==> config.mk <==
export PLATFORM = sky130hd
export DESIGN_NAME = axi_eth_txarb_flat
export DESIGN_NICKNAME = d
export VERILOG_FILES = /design/src/rtl/axi_eth_txarb_if.sv /design/src/rtl/axi_eth_txarb.sv /design/src/flat_wrapper.sv
export SDC_FILE = /design/constraint.sdc
export NUM_CORES = 1
export LEC_CHECK = 0
export ABC_AREA = 1
export CORE_MARGIN = 2
export CORE_UTILIZATION = 30
export DETAILED_ROUTE_END_ITERATION = 16
export DONT_BUFFER_PORTS = 1
export PLACE_DENSITY_LB_ADDON = 0.12
export SLEW_MARGIN = 10
export SYNTH_ARGS = -nofsm -noshare
export SYNTH_HDL_FRONTEND = slang
export SYNTH_SLANG_ARGS = --single-unit
==> constraint.sdc <==
create_clock -name sys_clk -period 2.2 [get_ports sys_clk]
set_clock_uncertainty 0.1 [all_clocks]
set_input_delay 0.22 -clock sys_clk [delete_from_list [all_inputs] [get_ports sys_clk]]
set_output_delay 0.22 -clock sys_clk [all_outputs]
set_load 0.02 [all_outputs]
==> src/rtl/axi_eth_txarb_if.sv <==
// AXI-Stream link bundle shared by the two requester ports and the MAC port of
// axi_eth_txarb. master drives the payload and valid, slave drives ready.
interface axi_eth_txarb_if #(
    parameter int unsigned DATA_W = 64
);
    localparam int unsigned KEEP_W = DATA_W / 8;

    logic [DATA_W-1:0] tdata;
    logic [KEEP_W-1:0] tkeep;
    logic              tlast;
    logic              tvalid;
    logic              tready;

    modport master (output tdata, output tkeep, output tlast, output tvalid, input tready);
    modport slave  (input tdata, input tkeep, input tlast, input tvalid, output tready);
endinterface

==> src/rtl/axi_eth_txarb.sv <==
// Frame-granular arbiter sharing the MAC TX AXI-Stream between the DMA TX path
// (port 0) and the control-frame generator (port 1). A grant is held until the
// granted frame's tlast beat is accepted by the MAC, so frames never interleave.
// Also keeps per-port completed-frame counters and an oversize-frame monitor.
// Build option: define AXI_ETH_TXARB_PRIO_EN for strict priority to port 1;
// otherwise arbitration is round-robin.
module axi_eth_txarb #(
    parameter int unsigned C_DATA_W    = 64,
    parameter int unsigned C_CNT_W     = 16,
    parameter int unsigned C_MAX_BEATS = 1200
) (
    input  logic                  sys_clk,
    input  logic                  sys_rst_n,
    axi_eth_txarb_if.slave        s0_axis,
    axi_eth_txarb_if.slave        s1_axis,
    axi_eth_txarb_if.master       mac,
    output logic [1:0]            grant,
    output logic [C_CNT_W-1:0]    frm_cnt0,
    output logic [C_CNT_W-1:0]    frm_cnt1,
    output logic                  ovs_pulse,
    output logic                  ovs_sticky
);
    localparam int unsigned KEEP_W = C_DATA_W / 8;
    localparam int unsigned BEAT_W = $clog2(C_MAX_BEATS + 1);

    localparam logic [1:0] ST_IDLE = 2'd0;
    localparam logic [1:0] ST_G0   = 2'd1;
    localparam logic [1:0] ST_G1   = 2'd2;

    logic [1:0]          state_q;
    logic [1:0]          state_d;
    logic                rr_last_q;
    logic                rr_last_d;
    logic [BEAT_W-1:0]   beat_q;

    logic [C_DATA_W-1:0] sel_tdata_c;
    logic [KEEP_W-1:0]   sel_tkeep_c;
    logic                sel_tlast_c;
    logic                sel_tvalid_c;
    logic                hs_c;
    logic                done_c;

    // Route the granted port to the MAC and give it the MAC's ready
    always_comb begin
        sel_tdata_c    = '0;
        sel_tkeep_c    = '0;
        sel_tlast_c    = 1'b0;
        sel_tvalid_c   = 1'b0;
        s0_axis.tready = 1'b0;
        s1_axis.tready = 1'b0;
        case (state_q)
            ST_G0: begin
                sel_tdata_c    = s0_axis.tdata;
                sel_tkeep_c    = s0_axis.tkeep;
                sel_tlast_c    = s0_axis.tlast;
                sel_tvalid_c   = s0_axis.tvalid;
                s0_axis.tready = mac.tready;
            end
            ST_G1: begin
                sel_tdata_c    = s1_axis.tdata;
                sel_tkeep_c    = s1_axis.tkeep;
                sel_tlast_c    = s1_axis.tlast;
                sel_tvalid_c   = s1_axis.tvalid;
                s1_axis.tready = mac.tready;
            end
            default: ;
        endcase
        hs_c   = sel_tvalid_c & mac.tready;
        done_c = hs_c & sel_tlast_c;
    end

    assign mac.tdata  = sel_tdata_c;
    assign mac.tkeep  = sel_tkeep_c;
    assign mac.tlast  = sel_tlast_c;
    assign mac.tvalid = sel_tvalid_c;

    // Oversize: the handshake that brings the beat count to the limit without tlast
    assign ovs_pulse = hs_c & ~sel_tlast_c & (beat_q == BEAT_W'(C_MAX_BEATS - 1));

    // Next-state and round-robin bookkeeping; arbitration looks at tvalid only
    always_comb begin
        state_d   = state_q;
        rr_last_d = rr_last_q;
        case (state_q)
            ST_IDLE: begin
`ifdef AXI_ETH_TXARB_PRIO_EN
                if (s1_axis.tvalid) begin
                    state_d = ST_G1;
                end else if (s0_axis.tvalid) begin
                    state_d = ST_G0;
                end
`else
                if (s0_axis.tvalid && s1_axis.tvalid) begin
                    state_d = rr_last_q ? ST_G0 : ST_G1;
                end else if (s0_axis.tvalid) begin
                    state_d = ST_G0;
                end else if (s1_axis.tvalid) begin
                    state_d = ST_G1;
                end
`endif
            end
            ST_G0: begin
                if (done_c) begin
                    state_d   = ST_IDLE;
                    rr_last_d = 1'b0;
                end
            end
            ST_G1: begin
                if (done_c) begin
                    state_d   = ST_IDLE;
                    rr_last_d = 1'b1;
                end
            end
            default: state_d = ST_IDLE;
        endcase
    end

    // State, round-robin pointer and registered grant decode
    always_ff @(posedge sys_clk or negedge sys_rst_n) begin
        if (!sys_rst_n) begin
            state_q   <= ST_IDLE;
            rr_last_q <= 1'b1;
            grant     <= 2'b00;
        end else begin
            state_q   <= state_d;
            rr_last_q <= rr_last_d;
            grant     <= {state_d == ST_G1, state_d == ST_G0};
        end
    end

    // Completed-frame counters, wrapping
    always_ff @(posedge sys_clk or negedge sys_rst_n) begin
        if (!sys_rst_n) begin
            frm_cnt0 <= '0;
            frm_cnt1 <= '0;
        end else if (done_c) begin
            if (state_q == ST_G0) begin
                frm_cnt0 <= frm_cnt0 + C_CNT_W'(1);
            end else begin
                frm_cnt1 <= frm_cnt1 + C_CNT_W'(1);
            end
        end
    end

    // Beat counter: held at zero while idle so each grant starts fresh, saturates at the limit
    always_ff @(posedge sys_clk or negedge sys_rst_n) begin
        if (!sys_rst_n) begin
            beat_q <= '0;
        end else if (state_q == ST_IDLE) begin
            beat_q <= '0;
        end else if (hs_c && (beat_q != BEAT_W'(C_MAX_BEATS))) begin
            beat_q <= beat_q + BEAT_W'(1);
        end
    end

    // Sticky oversize flag, cleared only by reset
    always_ff @(posedge sys_clk or negedge sys_rst_n) begin
        if (!sys_rst_n) begin
            ovs_sticky <= 1'b0;
        end else if (ovs_pulse) begin
            ovs_sticky <= 1'b1;
        end
    end
endmodule

==> src/flat_wrapper.sv <==
// flat-port wrapper written by rule: the top's interface ports become plain ports
module axi_eth_txarb_flat 
#(
    parameter int unsigned C_DATA_W    = 64,
    parameter int unsigned C_CNT_W     = 16,
    parameter int unsigned C_MAX_BEATS = 1200
)
  (sys_clk, sys_rst_n, grant, frm_cnt0, frm_cnt1, ovs_pulse, ovs_sticky, s0_axis_tdata, s0_axis_tkeep, s0_axis_tlast, s0_axis_tvalid, s0_axis_tready, s1_axis_tdata, s1_axis_tkeep, s1_axis_tlast, s1_axis_tvalid, s1_axis_tready, mac_tdata, mac_tkeep, mac_tlast, mac_tvalid, mac_tready);
  axi_eth_txarb_if #(.DATA_W(64)) s0_axis_i ();
  axi_eth_txarb_if #(.DATA_W(64)) s1_axis_i ();
  axi_eth_txarb_if #(.DATA_W(64)) mac_i ();
  input  logic sys_clk;
  input  logic sys_rst_n;
  output logic [1:0] grant;
  output logic [C_CNT_W-1:0] frm_cnt0;
  output logic [C_CNT_W-1:0] frm_cnt1;
  output logic ovs_pulse;
  output logic ovs_sticky;
  input wire logic [$bits(s0_axis_i.tdata)-1:0] s0_axis_tdata;
  input wire logic [$bits(s0_axis_i.tkeep)-1:0] s0_axis_tkeep;
  input wire logic [$bits(s0_axis_i.tlast)-1:0] s0_axis_tlast;
  input wire logic [$bits(s0_axis_i.tvalid)-1:0] s0_axis_tvalid;
  output wire logic [$bits(s0_axis_i.tready)-1:0] s0_axis_tready;
  input wire logic [$bits(s1_axis_i.tdata)-1:0] s1_axis_tdata;
  input wire logic [$bits(s1_axis_i.tkeep)-1:0] s1_axis_tkeep;
  input wire logic [$bits(s1_axis_i.tlast)-1:0] s1_axis_tlast;
  input wire logic [$bits(s1_axis_i.tvalid)-1:0] s1_axis_tvalid;
  output wire logic [$bits(s1_axis_i.tready)-1:0] s1_axis_tready;
  output wire logic [$bits(mac_i.tdata)-1:0] mac_tdata;
  output wire logic [$bits(mac_i.tkeep)-1:0] mac_tkeep;
  output wire logic [$bits(mac_i.tlast)-1:0] mac_tlast;
  output wire logic [$bits(mac_i.tvalid)-1:0] mac_tvalid;
  input wire logic [$bits(mac_i.tready)-1:0] mac_tready;
  assign s0_axis_i.tdata = s0_axis_tdata;
  assign s0_axis_i.tkeep = s0_axis_tkeep;
  assign s0_axis_i.tlast = s0_axis_tlast;
  assign s0_axis_i.tvalid = s0_axis_tvalid;
  assign s0_axis_tready = s0_axis_i.tready;
  assign s1_axis_i.tdata = s1_axis_tdata;
  assign s1_axis_i.tkeep = s1_axis_tkeep;
  assign s1_axis_i.tlast = s1_axis_tlast;
  assign s1_axis_i.tvalid = s1_axis_tvalid;
  assign s1_axis_tready = s1_axis_i.tready;
  assign mac_tdata = mac_i.tdata;
  assign mac_tkeep = mac_i.tkeep;
  assign mac_tlast = mac_i.tlast;
  assign mac_tvalid = mac_i.tvalid;
  assign mac_i.tready = mac_tready;
  axi_eth_txarb #(.C_DATA_W(C_DATA_W), .C_CNT_W(C_CNT_W), .C_MAX_BEATS(C_MAX_BEATS)) u_core (.sys_clk(sys_clk), .sys_rst_n(sys_rst_n), .s0_axis(s0_axis_i), .s1_axis(s1_axis_i), .mac(mac_i), .grant(grant), .frm_cnt0(frm_cnt0), .frm_cnt1(frm_cnt1), .ovs_pulse(ovs_pulse), .ovs_sticky(ovs_sticky));
endmodule
==> results.md <==
- RSZ-0062 raised after global routing: true
- Outcome: completed
- Syn_area_per_cell: 6.12 sq um
- Area of the multi-input gates: 0.00253 sq mm
- Final Hold Fails: 0
- Vias per cell: roughly 5
- DRT Wirelength: 15500 microns
- Die Footprint: 0.0144 sq mm
- CP Cell Sequence: inv_2 -> ha_4 -> buf_12 -> nand2_1 -> a21oi_4 -> buf_4
- TritonRoute pass-1 iters: 5
- Total gr overflow: 0
- Global Route Usage Sum: 20.3%
- Peak supply drop: 0.982 mV
- Lkg Pwr: 2.37 nW
- Sink Count: 49
- CP max stage cell: dfrtp_2
- Final #Nets: 881
- Die Height: around 120 microns
- Initial antenna violation count: 1
- Primary FF master, synth: dfrtp_1
- Period utilization: 96.6%
- Seq cells post-synth: 49
- Slew HR: between 60% and 70%
- # DRC: 0
- Switch Pwr: 2.99 mW
- CTS Buf Count: 5
- Starting DRT DRC Count: roughly 350
- Largest net degree at the start of global routing: 59
- # Max-Cap Violations: 0
- CP delay by family, top: buffers and inverters
- Syn Nets: 817
- Vias in the first global route: 4099
- Initial core utilization: between 30% and 40%
- First-pass GRT wire length: 22800 microns
- Max clock buf depth: 2
- Port bufs: 0
- H-tree depth: 2
- Power Density: between 1000 and 1500 mW/mm^2
- Setup_tns: 0 ns
- CP arrival: ~1.8 ns
- Rows: 42
- P&R area growth vs syn: 27.0%
- Cells after Synth: 658
- Peak fanout along the critical path: 37
- Async S/R FF share, synth: between 90% and 100%
- Vias: 4499
- Most area-hungry cell type in the Yosys netlist: dfrtp_1
- Ys Warns: 0
- Synth top cells by count: nand2_1 (292), a21oi_1 (74), nor2_1 (49), dfrtp_1 (48), inv_1 (43)
- Top cell type's share of synthesized area: 29.8%
- Synth unique cells: 32
- Layout Utilization: 38.7%
- Post-synth EDFFs: 0
- Fill cells: ~1500
- Final setup viols: 0
- CP startpoint kind: flip-flop
- Sequential Area: 0.00123 sq mm
- Core area: between 0.01 and 0.015 sq mm
- WL/cell: around 17 microns
- Post-CTS setup buffer count: 0
- Chip width: 120 microns
- I/O pin count: 263
- Synthesized area: 0.00403 sq mm
- CP Capture Type: primary output
- Sequential power share: 22.5%
- Clock latency on the worst-skew pair: 0.29 ns
- Crit path required time: ~1.9 ns
- Slew @ Worst Pin: 0.468 ns
- CTS root buf: clkbuf_16
- Register area share after synthesis: 30.5%
- Internal power: 2.86 mW
- Post-detail-place hpwl: about 12000 microns
- CTS tree: done
- Layout cells sized above 1: 17.6%
- Largest cells by area after synthesis: dfrtp_1 (30%), nand2_1 (27%), a21oi_1 (9.2%), nor2_1 (4.6%), inv_1 (4.0%)
- CP Class: flip-flop to primary output
- Gpl congestion: around 0.84
- Worst-path clk slew: ~0.070 ns
- Sw Share: 51.1%
- Worst path buffer plus inverter count: 3
- Fin crit period: 2.13 ns
- Overall power: 5.85 mW
- Hold crit path type: input pin to flip-flop
- FMAX: about 0.47 GHz
- Top-count cell post-synth: nand2_1
- Combinational power share: 64.1%
- Largest stage delay, worst path: approximately 0.44 ns
- Slew Limit Fails: 0
- Antenna-violating nets left: 0
- Clock share of power: between 10% and 20%
tightest hold or removal path: stages:
cell	delay [ns]
o211ai_1	0.08
nand2_1	0.09
nor2_1	0.06
cell type report:
cell class              instances  area share [%]
repair buffers                 90            15.9
inverters                      44            3.23
flip-flops and latches         49            24.1
multi-input cells             532            49.6
clock buffers                   5            2.45
clock inverters                 3           0.416
diodes                          1          0.0490
well taps                     176            4.31
power by group through the flow:
stage,combinational [mW],clock [mW],sequential [mW]
after floorplan,2.16,0,1.27
after global placement,3.34,0,1.32
after detailed placement,3.37,0,1.33
after CTS,3.66,0.812,1.32
after global routing,4.06,0.851,1.34
final,3.75,0.786,1.32
state kept, by name (all words and copies together), names as in the netlist:
signal and cells:
u_core.grant 2, u_core.rr_last_q 1, u_core.frm_cnt1 16, u_core.ovs_sticky 1, u_core.beat_q 11, u_core.state_q 2, u_core.frm_cnt0 16
per-layer routing:
| metal | wire, microns | vias up | GRT usage [%] | share of wire, % |
|---|---|---|---|---|
| li1 | - | 2222 | - | - |
| met1 | 6390 | 2071 | 25.6 | 41 |
| met2 | 7670 | 192 | 35.1 | 50 |
| met3 | 1100 | 14 | 4.75 | 7.1 |
| met4 | 302 | 0 | 5.00 | 2.0 |
| met5 | 0 | - | 0 | 0 |
cells in the final DEF (no fill, tap or decap), types with 3 or more instances in the layout:
| master | n |
|---|---|
| nand2_1 | 292 |
| buf_4 | 81 |
| a21oi_1 | 73 |
| nor2_1 | 49 |
| dfrtp_1 | 46 |
| inv_1 | 40 |
| nand3_1 | 28 |
| o21ai_0 | 15 |
| nand4_1 | 15 |
| o21ai_1 | 9 |
| xnor2_1 | 9 |
| xor2_1 | 6 |
| nand3b_1 | 6 |
| clkbuf_16 | 6 |
| nand2_2 | 5 |
| ha_1 | 5 |
| inv_2 | 4 |
| buf_12 | 4 |
| nor2_2 | 3 |
| ha_4 | 3 |
final timing paths:
check                                                   from                              end  slack, ns  depth (start not counted)
worst max-delay path             u_core.state_q[1]$_DFF_PN0_                    mac_tdata[27]       0.07                          6
worst min-delay path                          s0_axis_tvalid        u_core.grant[1]$_DFF_PN0_       0.11                          3
worst max register to register   u_core.state_q[0]$_DFF_PN0_  u_core.frm_cnt0[11]$_DFFE_PN0P_       0.27                          9
worst min register to register  u_core.rr_last_q$_DFFE_PN1P_     u_core.rr_last_q$_DFFE_PN1P_       0.42                          2
max in group asynchronous                          sys_rst_n     u_core.rr_last_q$_DFFE_PN1P_       1.37                          2
min in group asynchronous                          sys_rst_n  u_core.frm_cnt1[11]$_DFFE_PN0P_       0.34                          2
what timing repair did:
| item | in CTS | in global routing |
|---|---|---|
| hold buffers | 2 | 0 |
| cloned | 2 | 1 |
| setup endpoints to repair | 73 | 67 |
| endpoints found under the hold margin | 49 | 0 |
| gates resized for setup | 9 | 5 |
| pin swaps | 0 | 0 |
logic make-up after synthesis:
logic type | count (synthesis) | synth area share [%]
XOR/XNOR | 16 | 3.67
flip-flops | 49 | 30.5
buffers and inverters | 77 | 8.14
AO/OA/AOI/OAI | 102 | 13.0
AND/OR/NAND/NOR | 406 | 42.2
adder cells (fa/ha/maj) | 8 | 2.49
per-stage QoR:
step | setup WS (ns) | std cells | hold WS [ns] | instance area, sq um
after floorplan | 0.202 | 658 | -0.176 | 4030
after global placement | 0.00617 | 886 | -0.174 | 4780
after detailed placement | -0.0166 | 886 | -0.174 | 4780
after CTS | 0.0154 | 898 | 0.0935 | 5070
after global routing | -0.0129 | 900 | 0.132 | 5110
final | 0.0743 | 900 | 0.105 | 5110
No activity file was read; power rests on OpenSTA's default activity.
